==> src/rtl/interface_movimento_pkg.sv <==
// interface_movimento: shared types and constants.
// Direction codes, FSM states, timing defaults.
package interface_movimento_pkg;

  typedef enum logic [1:0] {
    CIMA     = 2'b00,
    BAIXO    = 2'b01,
    ESQUERDA = 2'b10,
    DIREITA  = 2'b11
  } direcao_t;

  typedef enum logic [2:0] {
    OCIOSO   = 3'd0,
    PULSO    = 3'd1,
    ATRASO   = 3'd2,
    REPETE   = 3'd3,
    BLOQUEIO = 3'd4
  } estado_t;

  localparam int DEBOUNCE_PADRAO = 50000;
  localparam int ATRASO_PADRAO   = 25000000;
  localparam int PERIODO_PADRAO  = 10000000;

  localparam int DEBOUNCE_SIM = 4;
  localparam int ATRASO_SIM   = 10;
  localparam int PERIODO_SIM  = 5;

  localparam int TIMER_W = 25;

  function automatic logic [3:0] mascara(
    input direcao_t d
  );
    return 4'b0001 << d;
  endfunction

  function automatic direcao_t codifica(
    input logic [3:0] b
  );
    codifica = CIMA;
    unique case (1'b1)
      b[0]:    codifica = CIMA;
      b[1]:    codifica = BAIXO;
      b[2]:    codifica = ESQUERDA;
      b[3]:    codifica = DIREITA;
      default: codifica = CIMA;
    endcase
  endfunction

endpackage

==> src/rtl/interface_movimento_if.sv <==
// interface_movimento: button/move bus.
// master drives buttons, slave issues moves.
interface interface_movimento_if;
  logic [3:0] botoes;
  logic       habilita;
  logic       borda_movimento;
  logic [1:0] direcao;
  logic [3:0] botoes_filtrados;
  logic [2:0] db_estado;

  modport master (
    output botoes, habilita,
    input  borda_movimento, direcao,
    input  botoes_filtrados, db_estado
  );

  modport slave (
    input  botoes, habilita,
    output borda_movimento, direcao,
    output botoes_filtrados, db_estado
  );
endinterface

==> src/rtl/interface_movimento_filtro_botao.sv <==
// filtro_botao: 2-FF synchroniser plus
// debouncer for one push-button bit.
module filtro_botao #(
  parameter int DEBOUNCE_CICLOS = 4
) (
  input  logic clock,
  input  logic reset,
  input  logic botao_i,
  output logic filtrado_o
);
  localparam int CW = $clog2(DEBOUNCE_CICLOS + 1);
  localparam logic [CW-1:0] CNT_MAX =
    CW'(DEBOUNCE_CICLOS - 1);

  logic          s1_q;
  logic          s2_q;
  logic          filt_q;
  logic [CW-1:0] cnt_q;

  // Sync, then flip only after a full run of disagreeing samples
  always_ff @(posedge clock or posedge reset) begin
    if (reset) begin
      s1_q   <= 1'b0;
      s2_q   <= 1'b0;
      filt_q <= 1'b0;
      cnt_q  <= '0;
    end else begin
      s1_q <= botao_i;
      s2_q <= s1_q;
      if (s2_q == filt_q) begin
        cnt_q <= '0;
      end else if (cnt_q == CNT_MAX) begin
        filt_q <= s2_q;
        cnt_q  <= '0;
      end else begin
        cnt_q <= cnt_q + CW'(1);
      end
    end
  end

  assign filtrado_o = filt_q;
endmodule

==> src/rtl/interface_movimento.sv <==
// interface_movimento: direction-button front end
// with debounce, window gating and hold-to-repeat.
module interface_movimento
  import interface_movimento_pkg::*;
#(
  parameter int DEBOUNCE_CICLOS = DEBOUNCE_PADRAO,
  parameter int REPETE_ATRASO   = ATRASO_PADRAO,
  parameter int REPETE_PERIODO  = PERIODO_PADRAO
) (
  input logic                  clock,
  input logic                  reset,
  interface_movimento_if.slave bus
);
  localparam int TW =
    ($clog2(REPETE_ATRASO) > TIMER_W) ?
    $clog2(REPETE_ATRASO) : TIMER_W;
  localparam logic [TW-1:0] CMP_ATRASO =
    TW'(REPETE_ATRASO - 1);
  localparam logic [TW-1:0] CMP_PERIODO =
    TW'(REPETE_PERIODO - 1);

  logic [3:0]    filt;
  logic          valido;
  logic [TW-1:0] cmp;

  estado_t       estado_q;
  direcao_t      dir_q;
  logic          borda_q;
  logic          repete_q;
  logic [TW-1:0] timer_q;

  for (genvar i = 0; i < 4; i++) begin : g_filtro
    filtro_botao #(
      .DEBOUNCE_CICLOS(DEBOUNCE_CICLOS)
    ) u_filtro (
      .clock      (clock),
      .reset      (reset),
      .botao_i    (bus.botoes[i]),
      .filtrado_o (filt[i])
    );
  end

  assign valido = $onehot(filt);
  assign cmp = (estado_q == REPETE) ?
               CMP_PERIODO : CMP_ATRASO;

  // Move FSM with repeat timer; release beats
  // pattern change, which beats expiry.
  always_ff @(posedge clock or posedge reset) begin
    if (reset) begin
      estado_q <= OCIOSO;
      dir_q    <= CIMA;
      borda_q  <= 1'b0;
      repete_q <= 1'b0;
      timer_q  <= '0;
    end else begin
      borda_q <= 1'b0;
      unique case (estado_q)
        OCIOSO: begin
          if (bus.habilita && valido) begin
            dir_q    <= codifica(filt);
            estado_q <= PULSO;
            borda_q  <= 1'b1;
            repete_q <= 1'b0;
            timer_q  <= '0;
          end
        end
        PULSO: begin
          estado_q <= repete_q ? REPETE : ATRASO;
          timer_q  <= '0;
        end
        ATRASO, REPETE: begin
          if (filt == 4'b0000) begin
            estado_q <= OCIOSO;
            timer_q  <= '0;
          end else if (filt != mascara(dir_q)) begin
            estado_q <= BLOQUEIO;
            timer_q  <= '0;
          end else if (timer_q == cmp) begin
            if (bus.habilita) begin
              estado_q <= PULSO;
              borda_q  <= 1'b1;
              repete_q <= 1'b1;
              timer_q  <= '0;
            end
          end else begin
            timer_q <= timer_q + TW'(1);
          end
        end
        BLOQUEIO: begin
          if (filt == 4'b0000) begin
            estado_q <= OCIOSO;
            timer_q  <= '0;
          end
        end
        default: begin
          estado_q <= OCIOSO;
          timer_q  <= '0;
        end
      endcase
    end
  end

  // The window may close during the pulse cycle;
  // never present a move outside it.
  assign bus.borda_movimento  = borda_q & bus.habilita;
  assign bus.direcao          = dir_q;
  assign bus.botoes_filtrados = filt;
  assign bus.db_estado        = estado_q;
endmodule

==> src/flat_wrapper.sv <==
// flat-port wrapper written by rule: the top's interface ports become plain ports
module interface_movimento_flat import interface_movimento_pkg::*;
#(
  parameter int DEBOUNCE_CICLOS = DEBOUNCE_PADRAO,
  parameter int REPETE_ATRASO   = ATRASO_PADRAO,
  parameter int REPETE_PERIODO  = PERIODO_PADRAO
)
  (clock, reset, bus_botoes, bus_habilita, bus_borda_movimento, bus_direcao, bus_botoes_filtrados, bus_db_estado);
  interface_movimento_if bus_i ();
  input logic clock;
  input logic reset;
  input wire logic [$bits(bus_i.botoes)-1:0] bus_botoes;
  input wire logic [$bits(bus_i.habilita)-1:0] bus_habilita;
  output wire logic [$bits(bus_i.borda_movimento)-1:0] bus_borda_movimento;
  output wire logic [$bits(bus_i.direcao)-1:0] bus_direcao;
  output wire logic [$bits(bus_i.botoes_filtrados)-1:0] bus_botoes_filtrados;
  output wire logic [$bits(bus_i.db_estado)-1:0] bus_db_estado;
  assign bus_i.botoes = bus_botoes;
  assign bus_i.habilita = bus_habilita;
  assign bus_borda_movimento = bus_i.borda_movimento;
  assign bus_direcao = bus_i.direcao;
  assign bus_botoes_filtrados = bus_i.botoes_filtrados;
  assign bus_db_estado = bus_i.db_estado;
  interface_movimento #(.DEBOUNCE_CICLOS(DEBOUNCE_CICLOS), .REPETE_ATRASO(REPETE_ATRASO), .REPETE_PERIODO(REPETE_PERIODO)) u_core (.clock(clock), .reset(reset), .bus(bus_i));
endmodule
==> config.mk <==
export PLATFORM = sky130hd
export DESIGN_NAME = interface_movimento_flat
export DESIGN_NICKNAME = d
export VERILOG_FILES = /design/src/rtl/interface_movimento_pkg.sv /design/src/rtl/interface_movimento_if.sv /design/src/rtl/interface_movimento_filtro_botao.sv /design/src/rtl/interface_movimento.sv /design/src/flat_wrapper.sv
export SDC_FILE = /design/constraint.sdc
export NUM_CORES = 1
export LEC_CHECK = 0
export CAP_MARGIN = 20
export CORE_MARGIN = 2
export CORE_UTILIZATION = 49
export DETAILED_ROUTE_END_ITERATION = 8
export GPL_ROUTABILITY_DRIVEN = 1
export PLACE_DENSITY = 0.72
export SYNTH_ARGS = -nofsm -noshare
export SYNTH_HDL_FRONTEND = slang
export SYNTH_SLANG_ARGS = --single-unit
export TNS_END_PERCENT = 100
==> constraint.sdc <==
create_clock -name clock -period 4 [get_ports clock]
set_input_delay 0.6 -clock clock [delete_from_list [all_inputs] [get_ports clock]]
set_output_delay 0.6 -clock clock [all_outputs]
set_load 0.005 [all_outputs]
==> flow_metrics.py, run 1 <==
metrics = {
    "place": {
        "place_area_sq_um": 5610,
        "portBuffers": 16,
        "hpwl_um": 6870,
        "dp_cells": 698,
        "routabilityCongestion": 0.797,
    },
    "floorplanning": {
        "die-width_um": 109,
        "die-height_um": 109,
        "ioPinCount": 17,
        "die_area_sq_um": 11800,
        "rows": 38,
        "start_util_pct": 49.9,
        "coreArea_sq_um": 10700,
    },
    "sta": {
        "setup_viol": 0,
        "period_needed_ps": 2770,
        "slew_headroom_pct": 61.9,
        "clock.fmax_mhz": 362,
        "fin_crit_sh_pct": 69.1,
        "fin_setup_tns_ps": 0,
        "tightestPinTransition_ps": 571,
        "hold_viol": 0,
        "clock_skew_ps": 12.1,
        "rsz0062_at_grt": "false",
        "final_max_slew_viol_count": 0,
        "worst_hold_slack_ps": 355,
    },
    "power": {
        "pwr-share-comb_pct": 3.1,
        "power.share.sequential_pct": 58.9,
        "p_sw_w": 0.000452,
        "total_power_w": 0.00190,
        "p_int_w": 0.00144,
        "irDropWorstVdd_v": 0.000239,
        "clock_power_share_pct": 38.0,
        "switching_share_pct": 23.9,
        "p_per_area_nw_per_um2": 324,
        "p_leak_nw": 2.62,
    },
    "route": {
        "via_count": 3935,
        "drtPass1Iterations": 4,
        "drtAntennaViolNets": 0,
        "drc": 0,
        "routedWlPerCell_um": 14.3,
        "wl_um": 10200,
        "drtIter0Drc": 309,
        "vias_per_cell": 5.50,
    },
    "grt": {
        "grt_pass1_wl_um": 17200,
        "grt_usage_pct": 18.8,
        "overflow": 0,
        "grt_max_degree": 91,
        "antenna_found_initial": 0,
        "grt_pass1_vias": 3695,
    },
    "run": {
        "maxCapViolations": 0,
    },
    "worst_setup_path": {
        "cp-start-kind": "register",
        "cp-end-kind": "register",
        "setup.worst_path.class": "reg -> reg",
        "worstPathRequired_ps": 4280,
        "cp.arrival_ps": 3040,
        "path_max_fanout": 25,
    },
    "yosys": {
        "syn-cell-area_sq_um": 5360,
        "ys_warn_count": 0,
        "ys.flop_type": "dfrtp_1",
        "synthesis.nets": 575,
        "ys_seq_area_share_pct": 50.4,
        "synth_seq_cells": 108,
        "syn_inst": 557,
        "synthDistinctLibCells": 48,
        "avgSynthCellArea_sq_um": 9.63,
        "synth_edf_count": 0,
        "async_flop_share_pct": 100,
    },
    "clock_tree": {
        "clk_path_buf_depth": 2,
        "clock-root-buffer": "clkbuf_8",
        "cts_hold_buf": 0,
        "cts_buffers": 9,
        "post_cts_buffers": 0,
        "cts-resized-gates": 0,
        "clk-insertion-delay-late_ps": 390,
        "cts_tree": "built",
        "cts.sinks": 108,
        "htreeDepth": 3,
        "path_clk_slew_ps": 110,
    },
    "final_layout": {
        "drive_gt1_share_pct": 5.22,
        "multi_input_area_sq_um": 2500,
        "diodes": 0,
        "ff_latch_area_sq_um": 2700,
        "fillers": 955,
        "fin_cells": 715,
        "fin_nets": 588,
        "postLayoutCellArea_sq_um": 5860,
        "area_growth_pct": 9.22,
    },
    "run_status": {
        "status": "finished clean",
    },
    "worst_hold_path": {
        "hold_path_class": "reg -> reg",
    },
}
-- flip-flops by register name (all words and copies together) (netlist names) --
register / count
u_core.borda_q: 1
u_core.bus.db_estado: 3
u_core.bus.direcao: 2
u_core.g_filtro.u_filtro.cnt_q: 64
u_core.g_filtro.u_filtro.filtrado_o: 4
u_core.g_filtro.u_filtro.s1_q: 4
u_core.g_filtro.u_filtro.s2_q: 4
u_core.repete_q: 1
u_core.timer_q: 25
-- metrics by stage --
step	setup WS, ps	utilization (%)
floorplan	554	-
global placement	1300	52.2
detailed placement	1260	52.2
CTS	1220	54.3
global route	1020	54.5
finish	1230	54.5
-- cells in the final DEF, fill, tap and decap left out, types with 2 or more instances in the layout --
cell type	instances
nand2_1	66
nor3_1	18
nand2b_1	2
o21ai_0	22
buf_4	2
nor2_1	95
a21oi_1	5
xor2_1	35
nand4_1	18
a221o_1	2
a22o_1	4
clkdlybuf4s50_1	16
dfrtp_1	108
mux2i_1	2
and3_1	29
or4b_1	3
nor4b_1	4
ha_1	10
nand4b_1	2
nand3b_1	2
xnor2_1	31
or3_1	2
nand3_1	30
and2_1	5
mux2_2	4
and4_1	2
clkbuf_8	10
a21o_1	6
nor4_1	2
inv_1	13
-- logic make-up (layout without fill, tap and decap cells) --
family                   Yosys count  count (layout)  synth area share [%]
AO/OA/AOI/OAI                     48              48                  6.07
XOR/XNOR                          66              66                  10.8
adder cells (fa/ha/maj)           11              11                  2.71
buffers and inverters             31              49                  2.96
flip-flops                       108             108                  50.4
multiplexers                       6               6                  1.21
AND/OR/NAND/NOR                  287             287                  25.9
-- worst max-delay path: stages, from the launching register on --
cell	delay, ps
dfrtp_1	480
inv_1	90
ha_1	300
ha_1	210
fa_1	440
nor4_1	360
nor2_1	110
a21o_4	290
a221o_1	370
-- synth_stat cells (all sizes together) (2+ instances only) --
master / n / area (sq um)
or3: 2 / 12.5
and4: 2 / 17.5
nand2b: 2 / 12.5
nor4: 2 / 12.5
mux2: 4 / 45.0
xor2: 35 / 307
and3: 29 / 181
nand4b: 2 / 17.5
ha: 10 / 125
a221o: 2 / 20.0
a21o: 7 / 60.1
nand4: 18 / 113
nand3: 30 / 150
o2111a: 2 / 23.8
nand3b: 2 / 15.0
nand2: 66 / 248
nor4b: 5 / 50.0
dfrtp: 108 / 2700
clkbuf: 7 / 26.3
buf: 10 / 80.1
nor2: 96 / 368
o21ai: 22 / 110
a22o: 4 / 35.0
and2: 5 / 31.3
a21oi: 6 / 33.8
mux2i: 2 / 20.0
xnor2: 31 / 272
inv: 14 / 52.6
nor3: 18 / 90.1
or4b: 3 / 30.0
-- area by class of cell --
cell class / instances / area share (%)
sequential: 108 / 46.1
inverter: 14 / 0.940
multi-input combinational: 418 / 42.7
tap: 140 / 2.99
clock inverter: 6 / 1.41
clock buffer: 10 / 2.35
timing repair buffer: 19 / 3.46
-- final timing paths --
check	from	end	slack, ps	depth (start not counted)
max	u_core.g_filtro[1].u_filtro.filtrado_o	u_core.timer_q[13]	1230	8
min	u_core.g_filtro[0].u_filtro.s1_q	u_core.g_filtro[0].u_filtro.s2_q	360	0
max reg2reg	u_core.g_filtro[1].u_filtro.filtrado_o	u_core.timer_q[13]	1230	8
min reg2reg	u_core.g_filtro[0].u_filtro.s1_q	u_core.g_filtro[0].u_filtro.s2_q	360	0
max in group asynchronous	reset	u_core.timer_q[22]	2550	4
min in group asynchronous	reset	u_core.g_filtro[1].u_filtro.cnt_q[5]	510	2
-- power groups by stage --
stage          clock network (W)  logic (W)  registers [W]
3_5_place_dp                   0  0.0000570        0.00114
6_report                0.000720  0.0000587        0.00112
3_3_place_gp                   0  0.0000550        0.00114
5_1_grt                 0.000791  0.0000682        0.00112
4_1_cts                 0.000748  0.0000574        0.00112
2_1_floorplan                  0  0.0000378        0.00114
-- routing by layer --
layer / global-route usage, % / share of wire [%] / vias to the layer above
met5: 0 / 0 / -
met4: 7.33 / 1.8 / 0
met3: 5.44 / 4.1 / 13
met2: 31.1 / 49 / 60
met1: 23.2 / 45 / 1943
li1: - / - / 1919
No activity file was read; power rests on OpenSTA's default activity.
==> run 2, diff against run 1 <==
--- a/config.mk
+++ b/config.mk
@@ -10,7 +10,7 @@
 export CORE_UTILIZATION = 49
 export DETAILED_ROUTE_END_ITERATION = 8
 export GPL_ROUTABILITY_DRIVEN = 1
-export PLACE_DENSITY = 0.72
+export PLACE_DENSITY = 0.74
 export SYNTH_ARGS = -nofsm -noshare
 export SYNTH_HDL_FRONTEND = slang
 export SYNTH_SLANG_ARGS = --single-unit
==> constraint.sdc (replaced) <==
create_clock -name clock -period 2.37 [get_ports clock]
set_input_delay 0.3555 -clock clock [delete_from_list [all_inputs] [get_ports clock]]
set_output_delay 0.3555 -clock clock [all_outputs]
set_load 0.005 [all_outputs]
==> run 2 against run 1 <==
Against the previous run: cell area grew 5.3%; clock skew grew 4.0 ps; clock power grew 61%; flip-flop and latch count is the same; fmax grew 18%; final cell count grew 4.5%; highest routed layer unchanged; first-iteration DRC count shrank 14%; via count grew 5.2%; critical endpoint is now u_core.timer_q[19]; critical path type unchanged; combinational power grew 65%; non-clock buffer count grew 30.
==> flow_metrics.py, run 2 (synthesis results as in run 1) <==
metrics = {
    "run_status": {
        "status": "finished clean",
    },
    "worst_setup_path": {
        "cp-end-kind": "register",
        "cp-start-kind": "register",
        "cpMostUsedCell": "ha_4",
        "crit_chain": "inv_2, ha_4, ha_4, fa_2, nor4_4, nor2_4, a21o_4, a221o_1",
        "setup.worst_path.class": "reg -> reg",
        "path_buf_inv": 1,
        "worstPathRequired_ps": 2640,
        "cpPeakStageDelay_ps": 420,
        "cpMaxStageDelayCell": "dfrtp_2",
        "path_max_fanout": 6,
        "cp.arrival_ps": 2610,
        "reg2reg_slack_ps": 30,
        "path_delay_family": "adder cells",
    },
    "run": {
        "maxCapViolations": 0,
    },
    "sta": {
        "period_needed_ps": 2340,
        "setup_viol": 0,
        "clock_skew_ps": 16.1,
        "final_max_slew_viol_count": 0,
        "hold_viol": 0,
        "fin_crit_sh_pct": 98.8,
        "rsz0062_at_grt": "true",
        "slew_headroom_pct": 59.8,
        "tightestPinTransition_ps": 604,
        "clock.fmax_mhz": 427,
    },
    "route": {
        "drtAntennaViolNets": 0,
        "drtPass1Iterations": 4,
        "routedWlPerCell_um": 14.6,
        "wl_um": 10900,
        "via_count": 4138,
        "drtIter0Drc": 265,
        "drc": 0,
        "vias_per_cell": 5.54,
    },
    "clock_tree": {
        "cts_buffers": 9,
        "path_clk_slew_ps": 110,
        "clock-root-buffer": "clkbuf_8",
        "clk_path_buf_depth": 2,
        "cts_hold_buf": 0,
        "cts.sinks": 108,
        "clk-insertion-delay-late_ps": 380,
        "cts_tree": "built",
        "htreeDepth": 3,
    },
    "power": {
        "irDropWorstVdd_v": 0.000353,
        "p_leak_nw": 2.78,
        "p_per_area_nw_per_um2": 509,
    },
    "final_layout": {
        "area_growth_pct": 15.0,
        "drive_gt1_share_pct": 12.0,
        "final_util_pct": 57.4,
        "largestRegisters": "u_core.g_filtro.u_filtro.cnt_q: 64 flops, u_core.timer_q: 25 flops",
        "final_cell_mix": "dfrtp_1 (107), nor2_1 (94), nand2_1 (66)",
        "diodes": 0,
        "mostFrequentLayoutCell": "dfrtp_1",
        "fin_nets": 620,
        "fin_cells": 747,
        "largest_register_ffs": 64,
        "top_register": "u_core.g_filtro.u_filtro.cnt_q",
    },
    "grt": {
        "grt_usage_pct": 20.0,
        "grt_pass1_vias": 4120,
        "grt_max_degree": 109,
        "grt_pass1_wl_um": 18900,
        "overflow": 0,
        "antenna_found_initial": 0,
    },
    "floorplanning": {
        "start_util_pct": 49.9,
        "die-width_um": 109,
        "rows": 38,
        "die_area_sq_um": 11800,
        "ioPinCount": 17,
        "coreArea_sq_um": 10700,
        "die-height_um": 109,
    },
    "place": {
        "routabilityCongestion": 0.811,
        "portBuffers": 16,
        "dp_cells": 721,
        "hpwl_um": 7290,
    },
    "worst_hold_path": {
        "hold_path_class": "reg -> reg",
    },
}
run 2: cell count changes in the layout (fill, tap and decap cells not counted), sizes merged:
cell	change
clkinv	-1
a21o	+2
clkinvlp	+1
buf	+30
run 2: per-stage QoR:
step | hold WS [ps] | area [sq um] | power, W | setup TNS, ps | setup slack (ps)
after floorplan | 331 | 5380 | 0.00198 | -28.0 | -28.0
after global placement | 335 | 5820 | 0.00202 | 0 | 33.0
after detailed placement | 342 | 5820 | 0.00202 | -8.86 | -8.86
after CTS | 360 | 6040 | 0.00317 | 0 | 4.18
after global routing | 363 | 6160 | 0.00326 | -397 | -59.5
final | 357 | 6160 | 0.00314 | 0 | 28.3
run 2: metal layers:
layer	up-vias	part of all wire [%]	track usage, %	wire [um]
met3	12	3.6	3.65	390
li1	1985	-	-	-
met1	2065	46	26.3	4990
met4	0	1.3	6.32	144
met2	76	50	33.5	5420
met5	-	0	0	0
run 2: final timing paths:
check,cells past startpoint,from,to
worst max-delay path,8,u_core.g_filtro[3].u_filtro.filtrado_o,u_core.timer_q[19]
worst min-delay path,0,u_core.g_filtro[2].u_filtro.s1_q,u_core.g_filtro[2].u_filtro.s2_q
worst max register to register,8,u_core.g_filtro[3].u_filtro.filtrado_o,u_core.timer_q[19]
worst min register to register,0,u_core.g_filtro[2].u_filtro.s1_q,u_core.g_filtro[2].u_filtro.s2_q
max in group asynchronous,3,reset,u_core.g_filtro[2].u_filtro.cnt_q[8]
min in group asynchronous,3,reset,u_core.g_filtro[0].u_filtro.s2_q
run 2: repair_timing:
action,4_1_cts,5_1_grt
resized for setup,2,12
pin swaps,0,3
endpoints found under the setup margin,4,23
cloned,1,1
buffers inserted,0,8
run 2: cell type report:
class	count	area (sq um)
multi-input combinational	420	2600
clock buffer	10	128
fill	908	4580
inverter	14	56.3
sequential	108	2700
timing repair buffer	49	433
tap	140	175
clock inverter	6	68.8
run 2: power breakdown:
group          leakage, nW  internal (W)  switching (W)
clock               0.0977      0.000499       0.000658
sequential            1.47       0.00186      0.0000201
combinational         1.21     0.0000313      0.0000655
